File: src/rtl/led_pattern_engine.sv
// rtl/led_pattern_engine.sv - programmable-rate LED animation engine (shift, rotate, bounce, count)
module led_pattern_engine #(
    parameter int NUM_LEDS    = 4,
    parameter int TICK_CYCLES = 16777216,
    parameter int CNT_WIDTH   = 24
) (
    input  logic                clock,
    input  logic                reset,
    input  logic                enable,
    input  logic [1:0]          mode,
    output logic [NUM_LEDS-1:0] leds,
    output logic                tick,
    output logic [1:0]          active_mode
);

    typedef enum logic [1:0] {
        MODE_SHIFT  = 2'd0,
        MODE_ROTATE = 2'd1,
        MODE_BOUNCE = 2'd2,
        MODE_COUNT  = 2'd3
    } mode_t;

    typedef enum logic {
        DIR_UP   = 1'b0,
        DIR_DOWN = 1'b1
    } dir_t;

    localparam logic [CNT_WIDTH-1:0] TICK_LAST = CNT_WIDTH'(TICK_CYCLES - 1);

    logic [CNT_WIDTH-1:0] prescaler;
    logic [CNT_WIDTH-1:0] prescaler_next;
    logic [NUM_LEDS-1:0]  leds_next;
    logic [1:0]           active_mode_next;
    dir_t                 dir;
    dir_t                 dir_next;

    function automatic logic [NUM_LEDS-1:0] seed(input logic [1:0] m);
        logic [NUM_LEDS-1:0] s;
        s = '0;
        case (mode_t'(m))
            MODE_SHIFT: begin
                for (int i = 0; i < NUM_LEDS; i++) begin
                    s[i] = ((i % 2) == 0);
                end
            end
            MODE_ROTATE, MODE_BOUNCE: s[0] = 1'b1;
            default: s = '0;
        endcase
        return s;
    endfunction

    assign tick = enable && (prescaler == TICK_LAST);

    always_comb begin
        prescaler_next   = prescaler;
        leds_next        = leds;
        dir_next         = dir;
        active_mode_next = active_mode;

        if (enable) begin
            prescaler_next = tick ? '0 : prescaler + CNT_WIDTH'(1);
        end

        if (tick) begin
            if (mode != active_mode) begin
                // A mode switch consumes the tick: reload the seed, no step.
                active_mode_next = mode;
                leds_next        = seed(mode);
                dir_next         = DIR_UP;
            end else begin
                case (mode_t'(active_mode))
                    MODE_SHIFT: begin
                        leds_next    = leds << 1;
                        leds_next[0] = ~leds[0];
                    end
                    MODE_ROTATE: begin
                        leds_next = (leds << 1) | (leds >> (NUM_LEDS - 1));
                    end
                    MODE_BOUNCE: begin
                        if (NUM_LEDS == 1) begin
                            leds_next = leds;
                        end else if (dir == DIR_UP) begin
                            leds_next = leds << 1;
                            if (leds_next[NUM_LEDS-1]) dir_next = DIR_DOWN;
                        end else begin
                            leds_next = leds >> 1;
                            if (leds_next[0]) dir_next = DIR_UP;
                        end
                    end
                    default: begin
                        leds_next = leds + NUM_LEDS'(1);
                    end
                endcase
            end
        end
    end

    always_ff @(posedge clock or posedge reset) begin
        if (reset) begin
            prescaler   <= '0;
            leds        <= seed(2'd0);
            dir         <= DIR_UP;
            active_mode <= 2'd0;
        end else begin
            prescaler   <= prescaler_next;
            leds        <= leds_next;
            dir         <= dir_next;
            active_mode <= active_mode_next;
        end
    end

endmodule
File: config.mk
export PLATFORM = sky130hd
export DESIGN_NAME = led_pattern_engine
export DESIGN_NICKNAME = d
export VERILOG_FILES = /design/src/rtl/led_pattern_engine.sv
export SDC_FILE = /design/constraint.sdc
export NUM_CORES = 1
export LEC_CHECK = 0
export CORE_UTILIZATION = 45
export CTS_BUF_LIST = sky130_fd_sc_hd__clkbuf_4 sky130_fd_sc_hd__clkbuf_8
export CTS_CLUSTER_DIAMETER = 60
export CTS_CLUSTER_SIZE = 28
export DETAILED_ROUTE_END_ITERATION = 12
export GPL_TIMING_DRIVEN = 0
export SYNTH_ARGS = -nofsm -noshare
export SYNTH_HDL_FRONTEND = slang
export SYNTH_SLANG_ARGS = --single-unit
File: constraint.sdc
create_clock -name clock -period 3.27 [get_ports clock]
set_input_delay 0.654 -clock clock [delete_from_list [all_inputs] [get_ports clock]]
set_output_delay 0.654 -clock clock [all_outputs]
set_load 0.05 [all_outputs]
==> flow_summary_export.csv <==
group,metric,value,unit
detailed_routing,drt_iter0_drc,68,
clocking,cts_tree,"done",
global_routing,first_global_vias,1385,
timing,fin_crit_sh,92.7,%
clocking,clkTransAtPathRegs,0.07,ns
logic_synthesis,ys_seq_elements,31,
worst_setup_path,max_stage_delay,0.41,ns
detailed_routing,wire_per_inst,14.9,um
logic_synthesis,yosysSeqAreaShare,45.5,%
timing,period_minus_slack,3.03,ns
logic_synthesis,synth_top_area_share,42.5,%
detailed_routing,wl_met3,81,um
timing,rsz0062_at_grt,"false",
logic_synthesis,avgSynthCellArea,9.94,um^2
detailed_routing,vias,1343,
detailed_routing,highest_layer,"met4",
worst_setup_path,crit_chain,"clkbuf_1 -> and4_1 -> nand4_1 -> nor2_4 -> buf_2 -> clkdlybuf4s15_2",
place,dp_cells,228,
floorplan,start_util,46.7,%
detailed_routing,totalWireLength,3.55,mm
logic_synthesis,synth_area_leaders,"dfrtp_1 (42%), xnor2_1 (8.2%), nand4_1 (3.3%)",
worst_setup_path,worstSetupPathType,"primary input to primary output",
detailed_routing,drc,0,
run,maxCapViolations,0,
floorplan,die_w,63.6,um
status,run_status,"finished clean",
timing,holdWs,0.471,ns
worst_setup_path,crit_family,"buffers and inverters",
hold_path,min_path_type,"flop to flop",
worst_setup_path,crit_required,2.62,ns
clocking,hold_buffers,0,
clocking,cts_buffer_depth,2,
timing,drv_slew,0,
global_routing,grt_overflow,0,
logic_synthesis,syn_nets,179,
logic_synthesis,synth_edf_count,0,
timing,final-setup-viol-count,0,
detailed_routing,ant_nets,0,
power,seqPwrFrac,54.1,%
clocking,htreeDepth,2,
global_routing,grt_use_total,20.2,%
finish,layout-drive-gt1-share,13.2,%
power,power_leakage,0.829,nW
global_routing,antenna_found_initial,0,
detailed_routing,first_pass_iters,4,
finish,fillerInstances,340,
clocking,root_buffer,"clkbuf_8",
logic_synthesis,synth_ff_type,"dfrtp_1",
clocking,cts_made_buffers,5,
logic_synthesis,yosysMostFrequentCell,"dfrtp_1",
power,p_switching,0.253,mW
timing,worst_pin_slew,1.16,ns
place,port_buffers,8,
global_routing,grt_max_degree,32,
global_routing,grt_pass1_wl,6.38,mm
finish,fin_cells,238,
logic_synthesis,ys_top_cells_by_count,"dfrtp_1 (29), xnor2_1 (16), nand2_1 (10)",
clocking,cts_sinks,31,
timing,hold_violations,0,
floorplan,die_y,63.6,um
timing,fmax,330,MHz
logic_synthesis,syn_inst,172,
floorplan,dieArea,4050,um^2
floorplan,num_rows,22,
finish,antenna_cells,0,
worst_setup_path,endpoint_kind,"primary output",
logic_synthesis,syn_area,1710,um^2
power,swShare,28.7,%
finish,layout.nets,196,
power,ir_worst_vdd,0.266,mV
logic_synthesis,async_flop_share,100,%
detailed_routing,wl_met2,1.69,mm
place,gp_congestion,0.830,
clocking,clk_latency,0.28,ns
place,dpl.hpwl,2.49,mm
worst_setup_path,cp.arrival,2.38,ns
floorplan,io_pins,12,
worst_setup_path,critical_path_buf_inv_count,3,
finish,area_growth,14.3,%
worst_setup_path,crit_fanout,10,
logic_synthesis,yosys_warnings,0,
logic_synthesis,synthDistinctLibCells,44,
detailed_routing,vias_per_cell,5.64,
power,power_density,451,nW/um^2
power,p_int,0.629,mW
worst_setup_path,crit_path_start_kind,"primary input",
timing,relSlewSlack,22.8,%
timing,fin_worst_skew,0.00425,ns
worst_setup_path,slowest_stage,"clkdlybuf4s15_2",
power,combPwrFrac,12.0,%
logic_synthesis,yosysTopAreaCell,"dfrtp_1",
floorplan,core_region_area,3660,um^2
detailed_routing,wl_met1,1.74,mm
power,p_clk_share,33.9,%
path summary, 6_finish.rpt:
path	from	to	slack [ns]	cells after the start
worst max-delay path	enable	tick	0.24	6
worst min-delay path	prescaler[22]	prescaler[22]	0.47	1
worst max register to register	prescaler[9]	prescaler[0]	1.19	4
worst min register to register	prescaler[22]	prescaler[22]	0.47	1
max in group asynchronous	reset	prescaler[19]	1.60	2
min in group asynchronous	reset	prescaler[1]	0.98	2
layout by cell type (no fill, tap or decap), drive strengths merged, types with 2 or more instances in the layout:
master         count
dfrtp             29
xnor2             16
nand2             10
nand4             10
clkbuf            10
inv                9
nand3              9
nor2               9
o21ai              7
clkdlybuf4s50      7
nor3               7
a31oi              5
a21oi              5
mux2i              5
and4               5
or3                5
buf                5
nor4               3
xor2               3
o22ai              3
mux2               3
and3               3
nand2b             2
a211oi             2
a22o               2
ha                 2
dfstp              2
timing repair:
action | in CTS | in global routing
setup buffers | 0 | 2
gates cloned | 0 | 0
endpoints found under the setup margin | 1 | 1
pin swaps | 0 | 1
gates resized for setup | 3 | 0
sequential cells by signal, summed over array words and instances (netlist names):
register and flops:
dir 1, prescaler 24, leds 4, active_mode 2
stage by stage:
step	power, mW	util, %	cell area, um^2	setup slack (ns)	TNS [ns]
CTS	0.892	53.0	1940	0.117	0
detailed placement	0.588	50.5	1850	-0.275	-0.275
finish	0.882	53.4	1950	0.239	0
global placement	0.581	50.5	1850	-0.272	-0.272
floorplan	0.558	-	1710	0.753	0
global route	0.939	53.4	1950	0.105	0
layer usage:
layer | up-vias | GRT usage (%)
li1 | 668 | -
met1 | 655 | 26.0
met2 | 14 | 33.2
met3 | 6 | 4.53
met4 | 0 | 6.82
met5 | - | 0
worst register-to-register path: stages, from the launching register on:
cell	delay [ns]
dfrtp_1	0.43
nand4_2	0.16
nor4_1	0.94
a21oi_1	0.14
mux2_2	0.30
cell families after synthesis:
kind of cell	after synthesis	synth area share, %
fa+ha+maj	2	1.46
simple gates	65	22.4
mux	8	4.90
flops	31	45.5
xor+xnor	19	9.74
buf+inv	16	4.03
compound gates	31	11.9
power groups by stage:
stage / Combinational (mW) / Sequential [mW] / Clock (mW)
floorplan: 0.0886 / 0.469 / 0
global placement: 0.103 / 0.479 / 0
detailed placement: 0.106 / 0.483 / 0
CTS: 0.108 / 0.475 / 0.309
global route: 0.129 / 0.485 / 0.325
finish: 0.106 / 0.477 / 0.299
final cells by class:
| cell class | count | area [um^2] | area share [%] |
|---|---|---|---|
| multi-input combinational | 125 | 862 | 44.1 |
| clock buffer | 6 | 76.3 | 3.91 |
| tap | 48 | 60.1 | 3.07 |
| clock inverter | 2 | 12.5 | 0.640 |
| buffer | 7 | 35.0 | 1.79 |
| timing repair buffer | 10 | 96.3 | 4.93 |
| sequential | 31 | 778 | 39.8 |
| inverter | 9 | 33.8 | 1.73 |
Note: power is estimated with default switching activity, not from simulation.
